[src/rtl/mips_dmem_arbiter.sv]
// -----------------------------------------------------------------------------
// mips_dmem_arbiter
//
// Shares the single-port MIPS data memory between two requesters:
//   port 0 - CPU load/store unit
//   port 1 - DMA / debug loader
// One access is in flight at a time. The memory address, write data and the
// read/write strobes are registered and held for MEM_LATENCY cycles. After
// that the winner gets a one-cycle ack, together with its err flag. A load
// also returns its data on that port's registered rdata.
//
// Ports
//   clk, reset            clock, synchronous active-high reset
//   req0/1, we0/1         request and store(1)/load(0), sampled only in IDLE
//   addr0/1, wdata0/1     byte address and store data, sampled with the request
//   ack0/1, err0/1        one-cycle completion pulse and misalignment flag
//   rdata0/1              last load data returned to that port
//   mem_address, write_data, sig_mem_read, sig_mem_write
//                         registered drive to the data memory
//   read_data             combinational read data from the data memory
//   busy                  state machine is not idle
// -----------------------------------------------------------------------------
module mips_dmem_arbiter #(
    parameter int MEM_LATENCY    = 2,
    parameter int FIXED_PRIORITY = 0
) (
    input  logic        clk,
    input  logic        reset,
    input  logic        req0,
    input  logic        req1,
    input  logic        we0,
    input  logic        we1,
    input  logic [31:0] addr0,
    input  logic [31:0] addr1,
    input  logic [31:0] wdata0,
    input  logic [31:0] wdata1,
    output logic        ack0,
    output logic        ack1,
    output logic        err0,
    output logic        err1,
    output logic [31:0] rdata0,
    output logic [31:0] rdata1,
    output logic [31:0] mem_address,
    output logic [31:0] write_data,
    output logic        sig_mem_read,
    output logic        sig_mem_write,
    input  logic [31:0] read_data,
    output logic        busy
);

    localparam int CNT_W = (MEM_LATENCY > 1) ? $clog2(MEM_LATENCY) : 1;
    localparam logic [CNT_W-1:0] CNT_LOAD = CNT_W'(MEM_LATENCY - 1);

    typedef enum logic [1:0] {
        IDLE   = 2'd0,
        ACCESS = 2'd1,
        RESP   = 2'd2
    } state_t;

    state_t state_reg, state_next;

    // Latched transaction and arbitration history
    logic [CNT_W-1:0] cnt_reg, cnt_next;
    logic             last_grant_reg, last_grant_next;
    logic             id_reg, id_next;
    logic             we_reg, we_next;
    logic [31:0]      addr_reg, addr_next;
    logic [31:0]      wdata_reg, wdata_next;
    logic             err_reg, err_next;

    // Registered outputs
    logic [1:0]       ack_reg, ack_next;
    logic [1:0]       err_out_reg, err_out_next;
    logic [1:0][31:0] rdata_reg, rdata_next;
    logic [31:0]      mem_address_reg, mem_address_next;
    logic [31:0]      write_data_reg, write_data_next;
    logic             rd_reg, rd_next;
    logic             wr_reg, wr_next;

    // Arbitration: which port would win if sampled this cycle
    logic        grant_valid;
    logic        grant_id;
    logic        sel_we;
    logic [31:0] sel_addr;
    logic [31:0] sel_wdata;
    logic        sel_misaligned;

    always_comb begin
        grant_valid = req0 | req1;
        // Port 1 wins when alone, or on a tie in round-robin mode when port 0
        // was the last one served.
        grant_id    = req1 & (~req0 | ((FIXED_PRIORITY == 0) & ~last_grant_reg));
        sel_we      = grant_id ? we1    : we0;
        sel_addr    = grant_id ? addr1  : addr0;
        sel_wdata   = grant_id ? wdata1 : wdata0;
        sel_misaligned = (sel_addr[1:0] != 2'b00);
    end

    // State register
    always_ff @(posedge clk) begin
        if (reset) begin
            state_reg <= IDLE;
        end else begin
            state_reg <= state_next;
        end
    end

    // Next-state logic
    always_comb begin
        state_next = state_reg;
        case (state_reg)
            IDLE: begin
                if (grant_valid) begin
                    // Misaligned requests skip the memory entirely
                    state_next = sel_misaligned ? RESP : ACCESS;
                end
            end
            ACCESS: begin
                if (cnt_reg == '0) begin
                    state_next = RESP;
                end
            end
            RESP:    state_next = IDLE;
            default: state_next = IDLE;
        endcase
    end

    // Output / datapath next values
    always_comb begin
        cnt_next         = cnt_reg;
        last_grant_next  = last_grant_reg;
        id_next          = id_reg;
        we_next          = we_reg;
        addr_next        = addr_reg;
        wdata_next       = wdata_reg;
        err_next         = err_reg;
        ack_next         = 2'b00;
        err_out_next     = 2'b00;
        rdata_next       = rdata_reg;
        mem_address_next = '0;
        write_data_next  = '0;
        rd_next          = 1'b0;
        wr_next          = 1'b0;

        case (state_reg)
            IDLE: begin
                if (grant_valid) begin
                    id_next    = grant_id;
                    we_next    = sel_we;
                    addr_next  = sel_addr;
                    wdata_next = sel_wdata;
                    err_next   = sel_misaligned;
                    cnt_next   = CNT_LOAD;
                end
            end
            ACCESS: begin
                if (cnt_reg != '0) begin
                    cnt_next = cnt_reg - 1'b1;
                end else if (!we_reg) begin
                    // Last strobe cycle: memory data is valid on read_data
                    rdata_next[id_reg] = read_data;
                end
            end
            RESP: begin
                ack_next[id_reg]     = 1'b1;
                err_out_next[id_reg] = err_reg;
                last_grant_next      = id_reg;
            end
            default: ;
        endcase

        // Memory drive is registered so it is glitch-free and stable for the
        // whole access window; it follows the state being entered.
        if (state_next == ACCESS) begin
            mem_address_next = addr_next;
            write_data_next  = wdata_next;
            wr_next          = we_next;
            rd_next          = ~we_next;
        end
    end

    always_ff @(posedge clk) begin
        if (reset) begin
            cnt_reg         <= '0;
            last_grant_reg  <= 1'b1;
            id_reg          <= 1'b0;
            we_reg          <= 1'b0;
            addr_reg        <= '0;
            wdata_reg       <= '0;
            err_reg         <= 1'b0;
            ack_reg         <= 2'b00;
            err_out_reg     <= 2'b00;
            rdata_reg       <= '0;
            mem_address_reg <= '0;
            write_data_reg  <= '0;
            rd_reg          <= 1'b0;
            wr_reg          <= 1'b0;
        end else begin
            cnt_reg         <= cnt_next;
            last_grant_reg  <= last_grant_next;
            id_reg          <= id_next;
            we_reg          <= we_next;
            addr_reg        <= addr_next;
            wdata_reg       <= wdata_next;
            err_reg         <= err_next;
            ack_reg         <= ack_next;
            err_out_reg     <= err_out_next;
            rdata_reg       <= rdata_next;
            mem_address_reg <= mem_address_next;
            write_data_reg  <= write_data_next;
            rd_reg          <= rd_next;
            wr_reg          <= wr_next;
        end
    end

    assign ack0          = ack_reg[0];
    assign ack1          = ack_reg[1];
    assign err0          = err_out_reg[0];
    assign err1          = err_out_reg[1];
    assign rdata0        = rdata_reg[0];
    assign rdata1        = rdata_reg[1];
    assign mem_address   = mem_address_reg;
    assign write_data    = write_data_reg;
    assign sig_mem_read  = rd_reg;
    assign sig_mem_write = wr_reg;
    assign busy          = (state_reg != IDLE);

endmodule

[config.mk]
export PLATFORM = sky130hd
export DESIGN_NAME = mips_dmem_arbiter
export DESIGN_NICKNAME = d
export VERILOG_FILES = /design/src/rtl/mips_dmem_arbiter.sv
export SDC_FILE = /design/constraint.sdc
export NUM_CORES = 1
export LEC_CHECK = 0
export ABC_AREA = 1
export CAP_MARGIN = 25
export CELL_PAD_IN_SITES_DETAIL_PLACEMENT = 0
export CELL_PAD_IN_SITES_GLOBAL_PLACEMENT = 1
export CORE_MARGIN = 3
export CORE_UTILIZATION = 27
export DETAILED_ROUTE_END_ITERATION = 12
export PLACE_DENSITY_LB_ADDON = 0.1
export SETUP_SLACK_MARGIN = 0.5
export SKIP_CTS_REPAIR_TIMING = 1
export SLEW_MARGIN = 20
export SYNTH_ARGS = -nofsm -noshare
export SYNTH_HDL_FRONTEND = slang
export SYNTH_SLANG_ARGS = --single-unit
[constraint.sdc]
create_clock -name clk -period 1.1 [get_ports clk]
set_input_delay 0.22 -clock clk [delete_from_list [all_inputs] [get_ports clk]]
set_output_delay 0.22 -clock clk [all_outputs]
set_load 0.05 [all_outputs]
; ---- After elaboration in Yosys (flattened, before gate mapping)
; Cells that the tools add are included.
[totals]
in_bits = 166
output_inout_bits = 135
ff_bits = 205
word_cells = 65
[classes]
addsub = 1
n_bitwise = 11
eq_ne = 4
n_lt_le_gt_ge = 2
n_reduce_logical = 10
n_mux = 21
[ops]
columns = operator, count
row1 = $mux 32, 7
row2 = $bwmux 64, 1
row3 = $demux 32 s1, 1
row4 = $not 1->1, 7
row5 = $mux 1, 6
row6 = $mux 2, 3
row7 = $reduce_bool 2->1, 3
row8 = $eq 2x1->1 const B, 2
row9 = $pmux 2 s2, 1
row10 = $reduce_and 2->1, 2
row11 = $reduce_or 2->1, 2
row12 = $reduce_and 3->1, 1
row13 = $and 2x2->2, 1
row14 = $eq 2x2->1 const B, 1
row15 = $logic_not 2->1, 1
row16 = $lt 1x2->1 const B, 1
row17 = $ne 2x2->1 const B, 1
row18 = $or 1x1->1, 2
row19 = $pmux 1 s2, 1
row20 = $and 1x1->1, 1
row21 = $demux 1 s1, 1
row22 = $ge 1x1->1 const B, 1
row23 = $logic_and 1x1->1, 1
row24 = $sub 1x1->1 const B, 1

; ---- Logic depth before layout (Yosys ltp)
[logic_depth]
ltp_word = 11
depth_mapped = 10
ltp_nobuf = 9

; ---- Worst setup path before layout
; OpenSTA, ideal clock, no wires.
[synth_timing]
kind = register to register
from = reg state_reg[1]
to = reg addr_reg[2]
path_slack_ns = -0.343
stages_incl_launch_ff = 9
required_time_ns = 0.972
period_less_slack_ns = 1.443
n_path_buf = 2
t_arrival_ns = 1.315
setup_ns = 0.128
path_cell_list = dfxtp_1 inv_2 nand2_2 nor2_4 buf_4 buf_4 nand3_1 o21ai_1 nor2_1
[synth_via]
elab_chain_len = 2
[synth_lines]
columns = item, line
row1 = "start, declared", 60  ; state_t state_reg, state_next;
row2 = "start signal, assigned", 104  ; state_reg <= state_next;
row3 = $logic_not 2->1, 145  ; case (state_reg)
row4 = $mux 32, 145
row5 = "end signal, assigned", 203  ; addr_reg <= addr_next;
row6 = "end, declared", 67  ; logic [31:0] addr_reg, addr_next;
; No other way between the ends.
; A chain may end at the register's enable or synchronous reset.

; ---- Worst setup path in the final report
[layout_timing]
from = reg state_reg[0]
to = out busy
[layout_via]
elab_chain_len = 1
[layout_lines]
columns = item, line
row1 = $reduce_bool 2->1, 226  ; assign busy = (state_reg != IDLE);
row2 = "end, declared", 48  ; output logic busy
; No other way between the ends.

==> results.rst <==
.. list-table::
   :header-rows: 1

   * - Metric
     - Value
   * - Number of buffer cells added on primary ports
     - 300
   * - Compound-gate portion of the synthesized area
     - a little over an eighth
   * - CP peak stage delay
     - 0.33 ns
   * - Run status
     - finished with violations
   * - Headroom to the max-slew limit
     - about 75%
   * - Post-layout nets
     - about 1400
   * - Part of the Yosys area used for sequential elements
     - a little under three fifths
   * - Hold_sp
     - reset
   * - Warnings from Yosys
     - 0
   * - Clock Root Buffer
     - clkbuf_16
   * - Area of the placeable core
     - 26200 µm²
   * - Post-Syn Nets
     - between 1000 and 1500
   * - CP Max Fanout
     - 3
   * - Kind of cell adding the most delay to the critical path
     - flip-flops
   * - Clk sinks
     - between 200 and 250
   * - Initial Util
     - 27.6%
   * - Global-route total usage across every layer
     - around 15%
   * - Unrepaired setup endpoints after global routing
     - true
   * - Deepest clock path buffer count
     - 3
   * - Count of buffering cells on the critical path with inverters included
     - 3
   * - Multi-input logic area
     - roughly 3200 µm²
   * - Hold Path Cell Cnt
     - 4
   * - Pin count of the biggest net entering global routing
     - 69
   * - Final setup fails
     - around 340
   * - DRC
     - 0
   * - Relative contribution of sequential cells to total power
     - approximately two fifths
   * - Logic pwr share
     - roughly a quarter
   * - Hold Path Class
     - in2reg
   * - Post-synthesis share of cell area spent on and, or, nand and nor gates
     - a little over a fifth
   * - Mean number of vias per cell
     - between 4 and 5
   * - Final max-slew violation count
     - 0
   * - Critical Path Stages
     - 4
   * - Final count of hold timing violations
     - 0
   * - Vias in the first global route
     - approximately 6700
   * - Clk_lat worst skew
     - roughly 0.50 ns
   * - Library cells used by synthesis
     - 21
   * - Arrival time of data at the critical path endpoint
     - roughly 1.2 ns
   * - Endpoint of the worst register-to-register path
     - mem_address[17]
   * - Total clock buffers created by CTS
     - 23
   * - Routed WL
     - approximately 24000 µm
   * - Cell count of the worst reg-to-reg path
     - 9
   * - Failing checks
     - negative setup slack
   * - Fraction of layout cells with a size suffix above 1
     - 38.9%
   * - Number of cells produced by synthesis
     - ~900
   * - Net Sw Frac
     - between 20% and 30%
   * - IR Drop Worst-Case VDD
     - about 0.77 mV
   * - Leakage power figure
     - roughly 5.6 nW
   * - Per-instance average area after synthesis
     - 8.06 µm²
   * - Startpoint of the lowest-slack register-to-register path
     - last_grant_reg
   * - Max-cap viol count
     - 0
   * - Die extent in x
     - 170 µm
   * - Finished Core Util
     - approximately 55%
   * - Worst Setup End Kind
     - primary output
   * - Initial DRT Pass Iterations
     - 7
   * - CTS tree
     - yes
   * - Number of standard cells in the layout, taps in and fillers out
     - 1573
   * - End point of the worst hold path
     - cnt_reg
   * - Final ANT Viol Nets
     - 0
   * - Post-Route Skew
     - between 0.015 and 0.02 ns
   * - Share of the clock period used by the worst path after layout
     - 129%
   * - Number of levels in the clock H-tree
     - 1
   * - Cell row count
     - slightly below 60
   * - Routed via count
     - between 6000 and 7000
   * - Arithmetic-cell share of the synthesized area counting full adders, half adders and majority gates
     - 0%
   * - I/O Pins
     - between 300 and 400
   * - Multiplexer share of the synthesized area
     - 0%
   * - Routed wire per std cell
     - about 16 µm
   * - Number of antenna violations at the first check in global routing
     - 0
   * - First-pass GRT wire length
     - between 30000 and 40000 µm
   * - Area enclosed by the die boundary
     - 28800 µm²
   * - Register-to-Register Setup Slack
     - -0.30 ns
   * - Post-route minimum period
     - 1.42 ns
   * - Clk pin slew, worst setup/hold paths
     - around 0.06 ns
   * - Slack of the critical path
     - -0.322 ns
   * - GRT Residual Overflow
     - 0
   * - Number of fill cells in the layout
     - ~2300
   * - Area growth from synthesis to layout
     - 98.2%
   * - Share of the synthesized netlist area taken by xor and xnor gates
     - 0%
   * - Placed Instances
     - between 1500 and 2000
   * - Half-perimeter wire length of the detailed placement result
     - 16500 µm
   * - Slowest cell on crit path
     - dfxtp_2
   * - Violation count after the first detailed-route iteration
     - approximately 200
   * - Ratio of total power to cell area
     - 1430 nW/µm²
   * - Slew at the pin closest to its max-slew limit
     - 0.376 ns
   * - Highest attainable clock frequency
     - approximately 700 MHz
   * - P_int
     - around 0.015 W
   * - Switching power summed over all nets
     - around 0.0059 W
   * - Synth Register Bits
     - just over 200
   * - Diode insertion count for antenna repair
     - 0
   * - Sort of element at the start of the critical path
     - flop
   * - Portion of total power attributed to the clock network
     - between 30% and 40%
   * - Critical path data required time
     - 0.88 ns
   * - Worst setup path class
     - reg2out
   * - Die H
     - approximately 170 µm
   * - Combinational family with the most area after synthesis
     - simple AND/OR/NAND/NOR gates
   * - Sequence of cells on the critical path
     - inv_4 -> nand2_8 -> buf_6 -> buf_12
   * - Cell area after technology mapping
     - 7230 µm²
   * - Final Wtd Congestion
     - about 0.76
   * - Register area
     - ~4400 µm²
==> layer usage <==
layer | GRT usage (%) | share of wire [%]
met1 | 19.8 | 44
met2 | 25.4 | 47
met3 | 4.64 | 7.7
met4 | 3.56 | 1.5
met5 | 0 | 0
==> worst max path at each step <==
stage                   startpoint             end  slack, ns
floorplan             state_reg[1]     addr_reg[2]      -0.20
global placement              req0    sig_mem_read      -0.71
detailed placement            req0   write_data[3]      -0.74
CTS                   state_reg[0]            busy      -0.42
global route        last_grant_reg  write_data[16]      -0.39
finish                state_reg[0]            busy      -0.32
==> metrics by stage <==
stage	power, W	cell area (µm²)	setup slack [ns]	setup TNS, ns	hold slack (ns)
after floorplan	0.0106	7790	-0.196	-27.42	0.394
after global placement	0.0128	12800	-0.708	-103.78	0.447
after detailed placement	0.0129	12800	-0.741	-109.67	0.454
after CTS	0.0202	13500	-0.417	-73.95	0.0901
after global routing	0.0215	14300	-0.385	-83.54	0.163
final	0.0205	14300	-0.322	-61.87	0.154
==> cell families after synthesis <==
logic type	count (synthesis)
simple gates	356
flops	205
compound gates	198
buf+inv	138
==> power by group through the flow <==
stage               Sequential [W]  Combinational [W]  Clock [W]
floorplan                  0.00879            0.00182          0
global placement           0.00830            0.00454          0
detailed placement         0.00830            0.00456          0
CTS                        0.00815            0.00457    0.00750
global route               0.00823            0.00553    0.00777
finish                     0.00817            0.00510    0.00719
==> area by class of cell <==
class / count / share of cell area [%]
sequential: 205 / 30.9
clock buffer: 35 / 4.84
clock inverter: 3 / 0.0873
tap: 335 / 2.92
inverter: 77 / 2.12
multi-input combinational: 555 / 22.3
timing repair buffer: 363 / 36.9
==> cell usage after synthesis <==
cell type,instances,share of area [%]
buf_4,8,0.83
dfxtp_1,205,57
buf_6,4,0.62
or2_2,1,0.087
buf_1,3,0.16
o21ai_1,73,5.1
nor3_1,2,0.14
nand3b_1,1,0.10
clkbuf_1,26,1.3
a21oi_1,68,4.7
inv_1,71,3.7
inv_2,6,0.31
nor2_2,31,2.7
nand2_2,3,0.26
nor2_1,110,5.7
o21ai_0,57,3.9
nand2_1,139,7.2
buf_2,20,1.4
nand3_2,2,0.28
nor2_4,1,0.16
nand3_1,66,4.6
==> worst reg2reg max path, delay by kind of cell, from the launching register on <==
kind                   cells  cell delay [ns]
flip-flops                 1             0.36
AND/OR/NAND/NOR            8             0.79
buffers and inverters      1             0.20
==> layout by cell type (no fill, tap or decap), types with 2 or more instances in the layout <==
cell / Yosys / routed
nor2_2: 31 / 20
clkinv_1: 0 / 2
clkbuf_1: 26 / 7
buf_6: 4 / 8
inv_1: 71 / 71
nand3_1: 66 / 52
clkbuf_8: 0 / 3
nand2_4: 0 / 3
o21ai_0: 57 / 15
dfxtp_4: 0 / 82
o21ai_1: 73 / 48
nand2_8: 0 / 3
nor2_4: 1 / 38
a21oi_1: 68 / 65
clkdlybuf4s50_1: 0 / 163
dfxtp_1: 205 / 111
nand2_2: 3 / 3
nor3_1: 2 / 2
buf_12: 0 / 157
clkbuf_16: 0 / 34
buf_4: 8 / 24
a21oi_2: 0 / 3
nand2_1: 139 / 134
o21ai_2: 0 / 67
nand3_2: 2 / 15
inv_4: 0 / 4
nor2_1: 110 / 84
dfxtp_2: 0 / 12
Note: power is estimated with default switching activity, not from simulation.
